--- config.mk ---
export PLATFORM = sky130hd
export DESIGN_NAME = pipeline_run_monitor
export DESIGN_NICKNAME = d
export VERILOG_FILES = /design/src/rtl/pipe_mon_pkg.sv /design/src/rtl/sat_counter.sv /design/src/rtl/pipeline_run_monitor.sv
export SDC_FILE = /design/constraint.sdc
export NUM_CORES = 1
export LEC_CHECK = 0
export CORE_AREA = 2 2 206 208
export CTS_BUF_LIST = sky130_fd_sc_hd__clkbuf_8
export DETAILED_ROUTE_END_ITERATION = 8
export DIE_AREA = 0 0 208 210
export GPL_ROUTABILITY_DRIVEN = 0
export HOLD_SLACK_MARGIN = 0.06
export SYNTH_ARGS = -nofsm -noshare
export SYNTH_HDL_FRONTEND = slang
export SYNTH_SLANG_ARGS = --single-unit
--- constraint.sdc ---
create_clock -name clk -period 8.4 [get_ports clk]
set_input_delay 1.68 -clock clk [delete_from_list [all_inputs] [get_ports clk]]
set_output_delay 1.68 -clock clk [all_outputs]
set_load 0.02 [all_outputs]
--- src/rtl/pipe_mon_pkg.sv ---
// Shared types for the pipeline run monitor: FSM state encoding
// and the default counter width / saturate value.
package pipe_mon_pkg;

    typedef enum logic [1:0] {
        IDLE = 2'd0,
        RUN  = 2'd1,
        PASS = 2'd2,
        FAIL = 2'd3
    } mon_state_t;

    localparam int CNT_W_DEF = 32;
    localparam logic [CNT_W_DEF-1:0] CNT_SAT_DEF = '1;

endpackage

--- src/rtl/sat_counter.sv ---
// Saturating up-counter with synchronous clear.
// Ports: clk, reset (sync, active-low), clr, inc -> q (sticks at all-ones).
module sat_counter #(
    parameter int CNT_W = 32
) (
    input  logic             clk,
    input  logic             reset,
    input  logic             clr,
    input  logic             inc,
    output logic [CNT_W-1:0] q
);

    localparam logic [CNT_W-1:0] ONE = CNT_W'(1);
    localparam logic [CNT_W-1:0] MAX = '1;

    always_ff @(posedge clk) begin
        if (!reset) begin
            q <= '0;
        end else if (clr) begin
            q <= '0;
        end else if (inc && (q != MAX)) begin
            q <= q + ONE;
        end
    end

endmodule

--- src/rtl/pipeline_run_monitor.sv ---
// Run monitor: counts RUN cycles, stalls, flushes and longest stall burst;
// declares pass after STABLE_CYCLES all-match cycles, or fail on TIMEOUT.
// Ports: clk, reset (sync, active-low), start, element_flat, expect_flat,
// stall, flush -> cycle_cnt, stall_cnt, flush_cnt, stall_run_max,
// match_mask, busy, done, pass.
module pipeline_run_monitor
    import pipe_mon_pkg::*;
#(
    parameter int NUM_ELEM      = 3,
    parameter int DATA_W        = 64,
    parameter int CNT_W         = 32,
    parameter int STABLE_CYCLES = 4,
    parameter int TIMEOUT       = 1024
) (
    input  logic                       clk,
    input  logic                       reset,
    input  logic                       start,
    input  logic [NUM_ELEM*DATA_W-1:0] element_flat,
    input  logic [NUM_ELEM*DATA_W-1:0] expect_flat,
    input  logic                       stall,
    input  logic                       flush,
    output logic [CNT_W-1:0]           cycle_cnt,
    output logic [CNT_W-1:0]           stall_cnt,
    output logic [CNT_W-1:0]           flush_cnt,
    output logic [CNT_W-1:0]           stall_run_max,
    output logic [NUM_ELEM-1:0]        match_mask,
    output logic                       busy,
    output logic                       done,
    output logic                       pass
);

    localparam logic [CNT_W-1:0] CNT_MAX  = '1;
    localparam logic [CNT_W-1:0] ONE      = CNT_W'(1);
    localparam logic [CNT_W-1:0] STB_LAST = CNT_W'(STABLE_CYCLES - 1);
    localparam logic [CNT_W-1:0] TO_LAST  = CNT_W'(TIMEOUT - 1);

    mon_state_t state_q;
    mon_state_t state_d;

    logic                run;
    logic [NUM_ELEM-1:0] eq;
    logic                all_match;
    logic [CNT_W-1:0]    stable_q;
    logic [CNT_W-1:0]    cur_run_q;
    logic [CNT_W-1:0]    cur_run_nxt;
    logic                stable_hit;
    logic                time_hit;

    assign run = (state_q == RUN);

    for (genvar i = 0; i < NUM_ELEM; i++) begin : g_cmp
        assign eq[i] = (element_flat[i*DATA_W +: DATA_W]
                        == expect_flat[i*DATA_W +: DATA_W]);
    end

    assign all_match = &eq;

    sat_counter #(.CNT_W(CNT_W)) u_cycle (
        .clk   (clk),
        .reset (reset),
        .clr   (start),
        .inc   (run),
        .q     (cycle_cnt)
    );

    sat_counter #(.CNT_W(CNT_W)) u_stall (
        .clk   (clk),
        .reset (reset),
        .clr   (start),
        .inc   (run & stall),
        .q     (stall_cnt)
    );

    sat_counter #(.CNT_W(CNT_W)) u_flush (
        .clk   (clk),
        .reset (reset),
        .clr   (start),
        .inc   (run & flush),
        .q     (flush_cnt)
    );

    // Consecutive all-match cycles; any mismatch in RUN restarts it.
    sat_counter #(.CNT_W(CNT_W)) u_stable (
        .clk   (clk),
        .reset (reset),
        .clr   (start | (run & ~all_match)),
        .inc   (run & all_match),
        .q     (stable_q)
    );

    // Length of the stall burst in progress, before this cycle.
    sat_counter #(.CNT_W(CNT_W)) u_cur_run (
        .clk   (clk),
        .reset (reset),
        .clr   (start | (run & ~stall)),
        .inc   (run & stall),
        .q     (cur_run_q)
    );

    // Burst length including this cycle, clamped like every counter.
    assign cur_run_nxt = (cur_run_q == CNT_MAX) ? CNT_MAX
                                                : cur_run_q + ONE;

    always_ff @(posedge clk) begin
        if (!reset) begin
            stall_run_max <= '0;
        end else if (start) begin
            stall_run_max <= '0;
        end else if (run && stall && (cur_run_nxt > stall_run_max)) begin
            stall_run_max <= cur_run_nxt;
        end
    end

    always_ff @(posedge clk) begin
        if (!reset) begin
            match_mask <= '0;
        end else if (start) begin
            match_mask <= '0;
        end else if (run) begin
            match_mask <= eq;
        end
    end

    // Hits are judged on the values the counters take at this edge.
    assign stable_hit = run & all_match & (stable_q == STB_LAST);
    assign time_hit   = run & (cycle_cnt == TO_LAST);

    always_ff @(posedge clk) begin
        if (!reset) begin
            state_q <= IDLE;
        end else begin
            state_q <= state_d;
        end
    end

    // Stable is checked ahead of timeout so a tie resolves to PASS.
    always_comb begin
        state_d = state_q;
        priority case (1'b1)
            start:      state_d = RUN;
            stable_hit: state_d = PASS;
            time_hit:   state_d = FAIL;
            default:    state_d = state_q;
        endcase
    end

    assign busy = (state_q == RUN);
    assign done = (state_q == PASS) || (state_q == FAIL);
    assign pass = (state_q == PASS);

endmodule

Word level (Yosys, flattened, before mapping) --
Index checks and enable logic that the tools add are counted.
Word-level totals: bits in registers 197, bits in latches 0, memory bits (writable) 0, ROM bits 0, input bits 389, memories 0
Operators by class: $add $sub $neg 5, multiply operators 0, div/mod/pow operators 0, $lt $le $gt $ge 1, equal/unequal tests 14, shift operators 0, mux-type cells 4, bitwise gates (word level) 12, reductions and logical operators 14
Operator list (count):
- $eq A64 B64 Y1 | 3
- $add A32 B1 Y32 const B | 5
- $ne A32 B32 Y1 const B | 5
- $eq A32 B10 Y1 const B | 1
- $eq A32 B2 Y1 const B | 1
- $eq A32 B32 Y1 const B | 1
- $gt A32 B32 Y1 | 1
- $mux W32 | 1
- $and A1 B1 Y1 | 7
- $logic_and A1 B1 Y1 | 7
- $reduce_or A2 Y1 | 3
- $eq A2 B2 Y1 const B | 2
- $mux W2 | 2
- $not A1 Y1 | 3
- $reduce_and A3 Y1 | 1
- $reduce_bool A3 Y1 | 1
- $eq A2 B1 Y1 const B | 1
- $or A1 B1 Y1 | 2
- $reduce_bool A2 Y1 | 1
- $logic_or A1 B1 Y1 | 1
- $mux W1 | 1

Logic depth before layout (Yosys ltp) --
Gate-level depths: netlist of the first run.
word-level depth 6, mapped depth 18

Cells and area by module --
From an unflattened synthesis of the first run, not the netlist that was laid out.
Unflattened totals: cells, all modules 1700, area total of the unflattened synthesis 13643.1 µm²
By module, submodules not included:
- sat_counter | times used 5, cells each 203, area an instance 1667.8 µm²
- pipeline_run_monitor | times used 1, cells each 685, area an instance 5303.8 µm²

Worst setup path before layout of the first run --
No wires, ideal clock.
kind reg2reg, start reg u_cur_run.q[0], end reg stall_run_max[30], setup time 0.071 ns, data arrival time 3.785 ns, required time 8.329 ns, path slack 4.544 ns, cell stages (with the launch flop) 18, path through dfxtp_1 -> ha_1 -> and4_1 -> nand3_1 -> nor4_2 -> nand4_1 -> clkbuf_1 -> nand3_1 -> ha_1 -> a21o_1 -> a21o_1 -> a21o_1 -> a21oi_1 -> nor2_1 -> o311ai_1 -> clkbuf_1 -> nand3_1 -> a21oi_1
On the way: cells in the longest elaborated chain, start to end 4
Ends and longest elaborated chain:
- start: declaration | RTL line sat_counter.sv:10 | output logic [CNT_W-1:0] q
- start signal: assignment | RTL line sat_counter.sv:22 | q <= q + ONE;
- $add A32 B1 Y32 / $eq A32 B32 Y1 (equally long branches) | RTL line pipeline_run_monitor.sv:102, pipeline_run_monitor.sv:101
- $mux W32 (*) | RTL line pipeline_run_monitor.sv:101 | assign cur_run_nxt = (cur_run_q == CNT_MAX) ? CNT_MAX
- via cur_run_nxt[9] | RTL line pipeline_run_monitor.sv:45 | logic [CNT_W-1:0] cur_run_nxt;
- $gt A32 B32 Y1 (*) | RTL line pipeline_run_monitor.sv:109 | end else if (run && stall && (cur_run_nxt > stall_run_max)) begin
- $logic_and A1 B1 Y1 (*) | RTL line pipeline_run_monitor.sv:109
- end signal: assignment | RTL line pipeline_run_monitor.sv:110 | stall_run_max <= cur_run_nxt;
- end: declaration | RTL line pipeline_run_monitor.sv:25 | output logic [CNT_W-1:0] stall_run_max,
The timed path passes the listed nets; every way through them passes the cells marked *. A chain may end at the register's enable or synchronous reset.

Worst setup path in the final report of the first run --
start in expect_flat[132], end reg u_stable.q[16]
On the way: cells in the longest elaborated chain, start to end 6
Ends and longest elaborated chain:
- start: declaration | RTL line pipeline_run_monitor.sv:19 | input logic [NUM_ELEM*DATA_W-1:0] expect_flat,
- $eq A64 B64 Y1 (*) | RTL line pipeline_run_monitor.sv:53 | == expect_flat[i*DATA_W +: DATA_W]);
- $reduce_and A3 Y1 (*) | RTL line pipeline_run_monitor.sv:56 | assign all_match = &eq;
- $not A1 Y1 | RTL line pipeline_run_monitor.sv:86 | .clr (start | (run & ~all_match)),
- $and A1 B1 Y1 | RTL line pipeline_run_monitor.sv:86
- $or A1 B1 Y1 | RTL line pipeline_run_monitor.sv:86
- $reduce_or A2 Y1 (no source line)
- end signal: assignment | RTL line sat_counter.sv:22
- end: declaration | RTL line sat_counter.sv:10
Every way passes the cells marked *; elsewhere a longest branch is shown, timed or not.

==> results by group, run 1 <==
Run status
  • Status: finished, final reports clean

Timing
  • Minimum clock period after layout: 5290 ps
  • Crit share post-route: 63.0%
  • Fin. Hold Viols: 0
  • Slew headroom: 19.1%
  • Worst clock skew: 19.4 ps
  • Setup tns final: 0 ps
  • FMAX: 189 MHz
  • RSZ-0062 raised after global routing: no
  • Max-slew violation count: 0
  • Worst slew pin tran: 1210 ps
  • Setup-failing EPs final: 0

Synthesis
  • YS warnings: 0
  • Simple-Gate Fraction of Synth Area: 28.9%
  • Synth async-reset ratio: 0%
  • Distinct cell type count of the synthesized netlist: 46
  • Number of synthesized flops with an enable pin: 0
  • Compound-gate portion of the synthesized area: 7.26%
  • Largest family of logic cells by synthesized area: simple AND/OR/NAND/NOR gates
  • Synth cell count leaders: 265 x xor2_1, 197 x dfxtp_1, 162 x nor2_1, 110 x nand2_1, 84 x a21oi_1
  • Top-area cell type share of the netlist area: 32.4%
  • Adder-Cell Fraction of Synth Area: 3.81%
  • Gate Count Post-Synth: 1513
  • Sequential element share of the synthesized area: 32.4%
  • Top cells by area, synth: dfxtp_1 32%, xor2_1 19%, nor2_1 5.0%
  • #FFs+latches synth: 197
  • Synthesized area: 12200 um^2
  • Post-synthesis mux area share: 0.340%
  • Most frequent cell after synthesis: xor2_1
  • Syn Nets: 1939
  • Biggest area consumer among synthesized cells: dfxtp_1
  • Main synth FF type: dfxtp_1
  • Xor and xnor area share after synthesis: 24.1%
  • Average size of a mapped cell: 8.04 um^2

Global routing
  • Number of global-route vias before repair: 12770
  • Global-route wire length before repair: 84600 um
  • Initial antenna violation count: 26
  • Largest net degree at the start of global routing: 74
  • Global route overflow: 0
  • Global Route Usage Sum: 26.3%

Critical path
  • CP Max Fanout: 12
  • Crit path required time: 8830 ps
  • Crit. Startpoint: expect_flat[132]
  • Origin of the critical flop-to-flop path: u_cur_run.q[0]$_SDFFE_PP0P_
  • Setup CP Type: in -> reg
  • Worst R2R Path Depth: 13
  • Crit path DAT: 5720 ps
  • Critical Path Source Type: input pin
  • FF-to-FF setup slack: 3490 ps
  • Critical Path Sink: u_stable.q[16]$_SDFFE_PP0P_
  • R2r endpoint: stall_run_max[30]$_SDFFE_PP0P_
  • Setup crit end kind: flop

Route
  • Vias per std cell: 5.10
  • WL/cell: 22.9 um
  • Detailed Route Iter0 Violations: 942
  • DRT Pass-1 Iters: 8
  • Total Wirelength: 59000 um
  • Post-route DRC: 0
  • Via count of the routed design: 13138
  • Final ANT Viol Nets: 0

Floorplan
  • Placeable core area: 41500 um^2
  • Row cnt: 75
  • Initial Util: 29.3%
  • Die span in y: 210 um
  • Width of the chip: 208 um
  • Die ar.: 43700 um^2
  • I/O pins: 523

Clock tree
  • CTS clock-pin slew for the worst setup and hold paths: 100 ps
  • TritonCTS clock tree: yes
  • Sink Count: 197
  • CTS root buf: clkbuf_8
  • Longest Clk Path Bufs: 2
  • TritonCTS buffer count: 17
  • Worst skew pair latency: 500 ps
  • Hold buffers post-CTS: 0
  • Post-cts repair resize count: 0
  • Setup Fix Bufs, Post-CTS: 0
  • H-tree levels: 4

Pwr
  • Max VDD drop: 88.8 uV
  • Total power: 2.02 mW
  • Pwr/cell area: 110 nW/um^2
  • Static leakage: 6.50 nW

Cells and area
  • Layout net count: 2436
  • FILL cells: 4235
  • Share of cells above drive strength 1: 2.82%
  • Area delta synth->final: 51.2%
  • Final instance area: 18400 um^2

Place
  • PortBufs: 522
  • Post-Place Cell Area: 17900 um^2
  • Hpwl dp: 50300 um

Hold path
  • Worst hold path class: reg -> reg
  • Cells on Worst Hold Path: 2

Job
  • Reported max-cap violation count: 0
-- layout by cell type, fill, tap and decap left out, drive strengths merged, types with 2 or more instances in the layout --
cell type / count
a31oi: 2
o21ai: 47
ha: 37
and3: 26
or4: 5
o21a: 2
xor2: 265
and2: 9
a41oi: 2
o31ai: 3
nor4b: 2
or3: 36
clkbuf: 18
or2: 3
diode: 15
inv: 46
nor4: 82
xnor2: 69
nor3: 73
nor2b: 8
nand2: 110
nand3: 72
clkdlybuf4s50: 522
a21oi: 84
and4: 25
clkinv: 6
mux2i: 3
nor2: 162
buf: 12
nor3b: 2
a21o: 14
dfxtp: 197
clkinvlp: 3
nand4: 60
nand2b: 7
-- worst min-delay path by stage --
| stage | from | end | slack, ps |
|---|---|---|---|
| final | match_mask[0]$_SDFFE_PP0P_ | match_mask[0]$_SDFFE_PP0P_ | 460 |
| after global routing | match_mask[0]$_SDFFE_PP0P_ | match_mask[0]$_SDFFE_PP0P_ | 490 |
| after CTS | match_mask[0]$_SDFFE_PP0P_ | match_mask[0]$_SDFFE_PP0P_ | 460 |
| after detailed placement | match_mask[0]$_SDFFE_PP0P_ | match_mask[0]$_SDFFE_PP0P_ | 450 |
| after global placement | match_mask[0]$_SDFFE_PP0P_ | match_mask[0]$_SDFFE_PP0P_ | 450 |
| after floorplan | u_cur_run.q[1]$_SDFFE_PP0P_ | u_cur_run.q[1]$_SDFFE_PP0P_ | 460 |
-- metal layers --
layer  global-route usage [%]  routed length, um  vias up
met5                        0                 88        -
met4                     11.1               2080       14
met1                     30.1              23500     6266
li1                         -                  -     6309
met3                     7.45               4210       77
met2                     45.9              29100      472
-- logic make-up (layout without fill, tap and decap cells) --
logic type | after synthesis | in the layout
AND/OR/NAND/NOR | 683 | 683
XOR/XNOR | 334 | 334
flip-flops | 197 | 197
AO/OA/AOI/OAI | 160 | 160
buffers and inverters | 98 | 608
adder cells (fa/ha/maj) | 37 | 37
multiplexers | 4 | 4
other | 0 | 15
-- cell type report --
cell class,count,area (um^2),area share (%)
Antenna cell,15,37.5,0.204
Multi-Input combinational cell,1218,7860,42.7
Inverter,42,158,0.857
Clock inverter,14,145,0.789
Clock buffer,18,248,1.35
Tap cell,539,674,3.67
Sequential cell,197,3940,21.4
Timing Repair Buffer,534,5320,28.9
-- registers in the layout, indices dropped and copies added (netlist names) --
| name | flops |
|---|---|
| u_cycle.q | 32 |
| u_cur_run.q | 32 |
| u_flush.q | 32 |
| u_stable.q | 32 |
| stall_run_max | 32 |
| match_mask | 3 |
| state_q | 2 |
| u_stall.q | 32 |
-- through the flow --
step | utilization, % | std cells | hold WS, ps | setup WS [ps]
3_5_place_dp | 43.3 | 2529 | 450 | 2710
6_report | 44.3 | 2577 | 461 | 3110
4_1_cts | 44.2 | 2561 | 464 | 2700
3_3_place_gp | 43.3 | 2529 | 446 | 2800
2_1_floorplan | - | 1513 | 458 | 4540
5_1_grt | 44.3 | 2572 | 485 | 2970
-- critical path, cell delays in order --
cell	delay [ps]
clkdlybuf4s50_1	590
xor2_1	240
nor4_1	510
nand4_1	200
nor4_2	610
nand4_1	630
or2_1	580
or4_1	520
a21oi_1	150
-- report_power, final --
part / leakage [nW] / switching, mW / internal [mW]
Combinational: 4.72 / 0.197 / 0.248
Sequential: 1.59 / 0.00812 / 0.942
Clock: 0.192 / 0.379 / 0.251
Total: 6.50 / 0.583 / 1.44
No activity file was read; power rests on OpenSTA's default activity.
==> run 2, diff against run 1 <==
--- a/config.mk
+++ b/config.mk
@@ -5,10 +5,10 @@
 export SDC_FILE = /design/constraint.sdc
 export NUM_CORES = 1
 export LEC_CHECK = 0
-export CORE_AREA = 2 2 206 208
+export CORE_AREA = 2 2 202 204
 export CTS_BUF_LIST = sky130_fd_sc_hd__clkbuf_8
 export DETAILED_ROUTE_END_ITERATION = 8
-export DIE_AREA = 0 0 208 210
+export DIE_AREA = 0 0 204 206
 export GPL_ROUTABILITY_DRIVEN = 0
 export HOLD_SLACK_MARGIN = 0.06
 export SYNTH_ARGS = -nofsm -noshare
==> constraint.sdc (replaced) <==
create_clock -name clk -period 5.4 [get_ports clk]
set_input_delay 1.08 -clock clk [delete_from_list [all_inputs] [get_ports clk]]
set_output_delay 1.08 -clock clk [all_outputs]
set_load 0.02 [all_outputs]
==> results by group, run 2 (same netlist as run 1, synthesis figures left out) <==
Run status
  • Status: finished, final reports clean (unchanged)

Floorplan
  • Initial Util: 30.3% (was 29.3%)
  • Placeable core area: 40200 um^2 (was 41500 um^2)
  • Row cnt: 74 (was 75)
  • Die ar.: 42000 um^2 (was 43700 um^2)
  • Die span in y: 206 um (was 210 um)
  • Width of the chip: 204 um (was 208 um)
  • I/O pins: 523 (unchanged)

Cells and area
  • Final Util: 45.7% (was 44.3%)
  • Layout net count: 2439 (was 2436)
  • Area delta synth->final: 51.0% (was 51.2%)
  • Most frequent cells in the layout: 522 x clkdlybuf4s50_1, 265 x xor2_1, 197 x dfxtp_1 (unchanged)
  • Final instance area: 18400 um^2 (about the same)
  • Commonest non-fill, non-tap cell in the layout: clkdlybuf4s50_1 (unchanged)
  • Share of cells above drive strength 1: 2.81% (was 2.82%)

Global routing
  • Initial antenna violation count: 21 (was 26)
  • Global Route Usage Sum: 27.1% (was 26.3%)
  • Global route overflow: 0 (unchanged)
  • Number of global-route vias before repair: 12536 (was 12770)
  • Global-route wire length before repair: 82700 um (was 84600 um)
  • Largest net degree at the start of global routing: 76 (was 74)

Timing
  • Worst hold slack: 461 ps (about the same)
  • Setup-failing EPs final: 0 (unchanged)
  • Worst clock skew: 22.1 ps (was 19.4 ps)
  • Worst slew pin tran: 929 ps (was 1210 ps)
  • Slew headroom: 38.1% (was 19.1%)
  • Minimum clock period after layout: 4560 ps
  • Setup tns final: 0 ps (unchanged)
  • Final worst setup slack: 844 ps (was 3110 ps)
  • RSZ-0062 raised after global routing: no (unchanged)
  • Crit share post-route: 84.4%
  • FMAX: 220 MHz
  • Max-slew violation count: 0 (unchanged)
  • Fin. Hold Viols: 0 (unchanged)

Clock tree
  • Worst skew pair latency: 480 ps (was 500 ps)
  • CTS clock-pin slew for the worst setup and hold paths: 100 ps (about the same)
  • H-tree levels: 4 (unchanged)
  • TritonCTS clock tree: yes (unchanged)
  • TritonCTS buffer count: 17 (unchanged)
  • Post-cts repair resize count: 0 (unchanged)
  • Hold buffers post-CTS: 0 (unchanged)
  • Longest Clk Path Bufs: 2 (unchanged)
  • Sink Count: 197 (unchanged)
  • Setup Fix Bufs, Post-CTS: 0 (unchanged)
  • CTS root buf: clkbuf_8 (unchanged)

Pwr
  • Part of the power in the clock network: 30.3% (was 31.1%)
  • Gate power share: 22.1% (was 22.0%)
  • Sw Share: 27.8% (was 28.8%)
  • Max VDD drop: 161 uV (was 88.8 uV)
  • Net Sw Power: 862 uW (was 583 uW)
  • Pwr/cell area: 169 nW/um^2 (was 110 nW/um^2)
  • Share of total power in sequential cells: 47.6% (was 46.9%)
  • Cell-internal power: 2.24 mW (was 1.44 mW)
  • Static leakage: 6.51 nW (was 6.50 nW)

Job
  • Reported max-cap violation count: 0 (unchanged)

Critical path
  • Setup CP Type: reg -> reg (was in -> reg)
  • Crit path required time: 5780 ps (was 8830 ps)
  • Crit path DAT: 4940 ps (was 5720 ps)
  • Critical Path Source Type: flop (was input pin)
  • Setup crit end kind: flop (unchanged)
  • CP Max Fanout: 30 (was 12)

Place
  • Worst slack at placement: 448 ps (was 2710 ps)
  • Hpwl dp: 49600 um (was 50300 um)
  • Post-Place Cell Area: 18000 um^2 (was 17900 um^2)
  • PortBufs: 522 (unchanged)

Route
  • Detailed Route Iter0 Violations: 806 (was 942)
  • Vias per std cell: 5.08 (was 5.10)
  • Post-route DRC: 0 (unchanged)
  • DRT Pass-1 Iters: 4 (was 8)
  • Final ANT Viol Nets: 0 (unchanged)
  • Total Wirelength: 58100 um (was 59000 um)
  • Via count of the routed design: 13057 (was 13138)
  • WL/cell: 22.6 um (was 22.9 um)

Hold path
  • Worst hold path class: reg -> reg (unchanged)
## run 2: worst max-delay path, stage by stage, from the launching register on
cell	delay, ps
dfxtp_1	410
ha_1	270
and4_1	280
nand3_1	230
nor4_2	470
nand4_1	200
buf_4	260
nand3_1	140
ha_1	280
a21o_1	170
a21o_1	160
a21o_1	170
a21oi_1	170
nor2_1	90
o311ai_2	460
buf_4	400
a21oi_1	120
nor3_1	160
## run 2: per-layer routing
layer | vias to the layer above | track usage, % | wire length, um
li1 | 6296 | - | -
met1 | 6198 | 31.4 | 23000
met2 | 483 | 48.0 | 28900
met3 | 66 | 6.59 | 4170
met4 | 14 | 10.2 | 1970
met5 | - | 0 | 86
## run 2: final timing paths
kind,from,to,slack (ps),cells after the start
min,match_mask[1]$_SDFFE_PP0P_,match_mask[1]$_SDFFE_PP0P_,460,2
max reg2reg,u_cur_run.q[0]$_SDFFE_PP0P_,stall_run_max[21]$_SDFFE_PP0P_,840,17
min reg2reg,match_mask[1]$_SDFFE_PP0P_,match_mask[1]$_SDFFE_PP0P_,460,2
max,u_cur_run.q[0]$_SDFFE_PP0P_,stall_run_max[21]$_SDFFE_PP0P_,840,17
## run 2: area by class of cell
cell class                 instances  area [um^2]
fill                            4008        21800
multi-input combinational       1218         7860
timing repair buffer             537         5340
sequential                       197         3940
tap                              532          666
clock buffer                      19          262
inverter                          42          158
clock inverter                    12          109
antenna                           14         35.0
## run 2: stage by stage
stage,instances,power [mW]
floorplan,1513,1.75
global placement,2526,2.19
detailed placement,2526,2.19
CTS,2557,3.14
global route,2563,3.24
finish,2571,3.10
## run 2: power by group through the flow
stage	clock (mW)	sequential, mW	combinational, mW
2_1_floorplan	0	1.52	0.226
3_3_place_gp	0	1.51	0.676
3_5_place_dp	0	1.51	0.684
4_1_cts	0.975	1.48	0.688
5_1_grt	1.03	1.48	0.730
6_report	0.940	1.48	0.685
==> run 3, diff against run 2 <==
==> constraint.sdc (replaced) <==
create_clock -name clk -period 4.2 [get_ports clk]
set_input_delay 0.84 -clock clk [delete_from_list [all_inputs] [get_ports clk]]
set_output_delay 0.84 -clock clk [all_outputs]
set_load 0.02 [all_outputs]
==> results by group, run 3 (same netlist as run 1, synthesis figures left out) <==
Timing
  • RSZ-0062 raised after global routing: no (unchanged)
  • FMAX: 259 MHz (was 220 MHz)
  • Minimum clock period after layout: 3870 ps (was 4560 ps)
  • Worst slew pin tran: 898 ps (was 929 ps)
  • Setup-failing EPs final: 0 (unchanged)
  • Crit share post-route: 92.1% (was 84.4%)
  • Slew headroom: 40.1% (was 38.1%)
  • Fin. Hold Viols: 0 (unchanged)
  • Final worst setup slack: 334 ps (was 844 ps)
  • Worst clock skew: 18.2 ps (was 22.1 ps)
  • Worst hold slack: 463 ps (was 461 ps)
  • Max-slew violation count: 0 (unchanged)

Global routing
  • Global route overflow: 0 (unchanged)
  • Number of global-route vias before repair: 12591 (was 12536)
  • Global-route wire length before repair: 83400 um (was 82700 um)
  • Largest net degree at the start of global routing: 72 (was 76)
  • Initial antenna violation count: 22 (was 21)
  • Global Route Usage Sum: 27.2% (was 27.1%)

Route
  • DRT Pass-1 Iters: 5 (was 4)
  • Final ANT Viol Nets: 0 (unchanged)
  • Detailed Route Iter0 Violations: 703 (was 806)
  • Total Wirelength: 58500 um (was 58100 um)
  • WL/cell: 22.5 um (was 22.6 um)
  • Vias per std cell: 5.02 (was 5.08)
  • Post-route DRC: 0 (unchanged)
  • Via count of the routed design: 13041 (was 13057)

Clock tree
  • CTS root buf: clkbuf_8 (unchanged)
  • TritonCTS clock tree: yes (unchanged)
  • Post-cts repair resize count: 0 (unchanged)
  • Longest Clk Path Bufs: 2 (unchanged)
  • TritonCTS buffer count: 17 (unchanged)
  • Sink Count: 197 (unchanged)
  • Setup Fix Bufs, Post-CTS: 0 (unchanged)
  • Worst skew pair latency: 470 ps (was 480 ps)
  • Hold buffers post-CTS: 0 (unchanged)
  • CTS clock-pin slew for the worst setup and hold paths: 100 ps (about the same)
  • H-tree levels: 4 (unchanged)

Critical path
  • Critical Path Source Type: flop (unchanged)
  • Setup crit end kind: flop (unchanged)
  • Setup CP Type: reg -> reg (unchanged)
  • FF-to-FF setup slack: 330 ps (was 840 ps)
  • Worst R2R Path Depth: 18 (was 17)
  • Origin of the critical flop-to-flop path: u_cur_run.q[1]$_SDFFE_PP0P_ (was u_cur_run.q[0]$_SDFFE_PP0P_)
  • Crit path DAT: 4190 ps (was 4940 ps)
  • R2r endpoint: stall_run_max[28]$_SDFFE_PP0P_ (was stall_run_max[21]$_SDFFE_PP0P_)
  • Crit path required time: 4530 ps (was 5780 ps)
  • CP Max Fanout: 32 (was 30)

Place
  • Worst slack at placement: -15.8 ps (was 448 ps)
  • Hpwl dp: 50000 um (was 49600 um)
  • Post-Place Cell Area: 18300 um^2 (was 18000 um^2)
  • Placed Instances: 2555 (was 2526)
  • PortBufs: 522 (unchanged)

Pwr
  • Pwr/cell area: 221 nW/um^2 (was 169 nW/um^2)
  • Max VDD drop: 182 uV (was 161 uV)
  • Static leakage: 6.71 nW (was 6.51 nW)

Hold path
  • Hold path startpoint: match_mask[1]$_SDFFE_PP0P_ (unchanged)
  • Worst hold path class: reg -> reg (unchanged)
  • Cells on Worst Hold Path: 2 (unchanged)
  • Worst Hold Path EP: match_mask[1]$_SDFFE_PP0P_ (unchanged)

Cells and area
  • Layout net count: 2468 (was 2439)
  • Post-Layout Cell Count: 2600 (was 2571)
  • Area delta synth->final: 54.0% (was 51.0%)
  • Most frequent cells in the layout: 522 x clkdlybuf4s50_1, 265 x xor2_1, 197 x dfxtp_1 (unchanged)
  • Final Util: 46.6% (was 45.7%)
  • Final instance area: 18700 um^2 (was 18400 um^2)
  • Seq. cell area: 3940 um^2 (unchanged)
  • Share of cells above drive strength 1: 4.33% (was 2.81%)
  • FILL cells: 4009 (was 4008)
  • Multi-input gate area: 7880 um^2 (was 7860 um^2)
  • Commonest non-fill, non-tap cell in the layout: clkdlybuf4s50_1 (unchanged)

Floorplan
  • Initial Util: 30.3% (unchanged)
  • Width of the chip: 204 um (unchanged)
  • Die ar.: 42000 um^2 (unchanged)
  • Die span in y: 206 um (unchanged)
  • Placeable core area: 40200 um^2 (unchanged)
  • I/O pins: 523 (unchanged)
  • Row cnt: 74 (unchanged)

Run status
  • Status: finished, final reports clean (unchanged)

Job
  • Reported max-cap violation count: 0 (unchanged)
[run 3: routing by layer]
| metal | vias to the layer above | share of wire [%] | global-route usage (%) |
|---|---|---|---|
| met2 | 437 | 50 | 47.8 |
| met1 | 6167 | 40 | 32.4 |
| met4 | 14 | 2.9 | 9.06 |
| met5 | - | 0.16 | 0 |
| li1 | 6364 | - | - |
| met3 | 59 | 7.0 | 6.70 |
[run 3: worst max-delay path, stage by stage, from the launching register on]
cell and delay [ps]:
dfxtp_1 390, ha_2 250, and4_1 290, nand3_1 150, buf_4 190, nor3_1 120, buf_4 170, nand2_1 70
xor2_1 170, nand2_1 130, ha_1 290, nand4_1 160, nor4_1 390, and3_1 250, nor2_1 100, o311a_1 180
buf_12 180, o21ai_0 170, a21oi_1 80
[run 3: worst max path at each step]
| stage | to | start | slack [ps] | cells past startpoint |
|---|---|---|---|---|
| 6_report | stall_run_max[28]$_SDFFE_PP0P_ | u_cur_run.q[1]$_SDFFE_PP0P_ | 330 | 18 |
| 4_1_cts | stall_run_max[28]$_SDFFE_PP0P_ | u_cur_run.q[1]$_SDFFE_PP0P_ | 270 | 17 |
| 2_1_floorplan | stall_run_max[30]$_SDFFE_PP0P_ | u_cur_run.q[0]$_SDFFE_PP0P_ | 340 | 17 |
| 3_3_place_gp | u_stable.q[16]$_SDFFE_PP0P_ | expect_flat[79] | 50 | 9 |
| 3_5_place_dp | u_stable.q[16]$_SDFFE_PP0P_ | expect_flat[132] | -20 | 9 |
| 5_1_grt | stall_run_max[12]$_SDFFE_PP0P_ | u_cur_run.q[1]$_SDFFE_PP0P_ | 30 | 18 |
[run 3: where the power goes]
part / total, mW / switching, mW / internal, mW
Sequential: 1.90 / 0.0152 / 1.88
Clock: 1.31 / 0.692 / 0.619
Combinational: 0.919 / 0.393 / 0.526
[run 3: through the flow]
stage	setup TNS (ps)	total power, mW
2_1_floorplan	0	2.25
3_3_place_gp	0	2.84
3_5_place_dp	-15.8	2.85
4_1_cts	0	4.17
5_1_grt	0	4.31
6_report	0	4.13
[run 3: final cells by class]
type                    count  share of cell area [%]
inverters                  42                   0.842
diodes                     14                   0.187
well taps                 532                    3.55
flip-flops and latches    197                    21.1
repair buffers            566                    30.1
clock buffers              19                    1.40
multi-input cells        1218                    42.1
clock inverters            12                   0.809
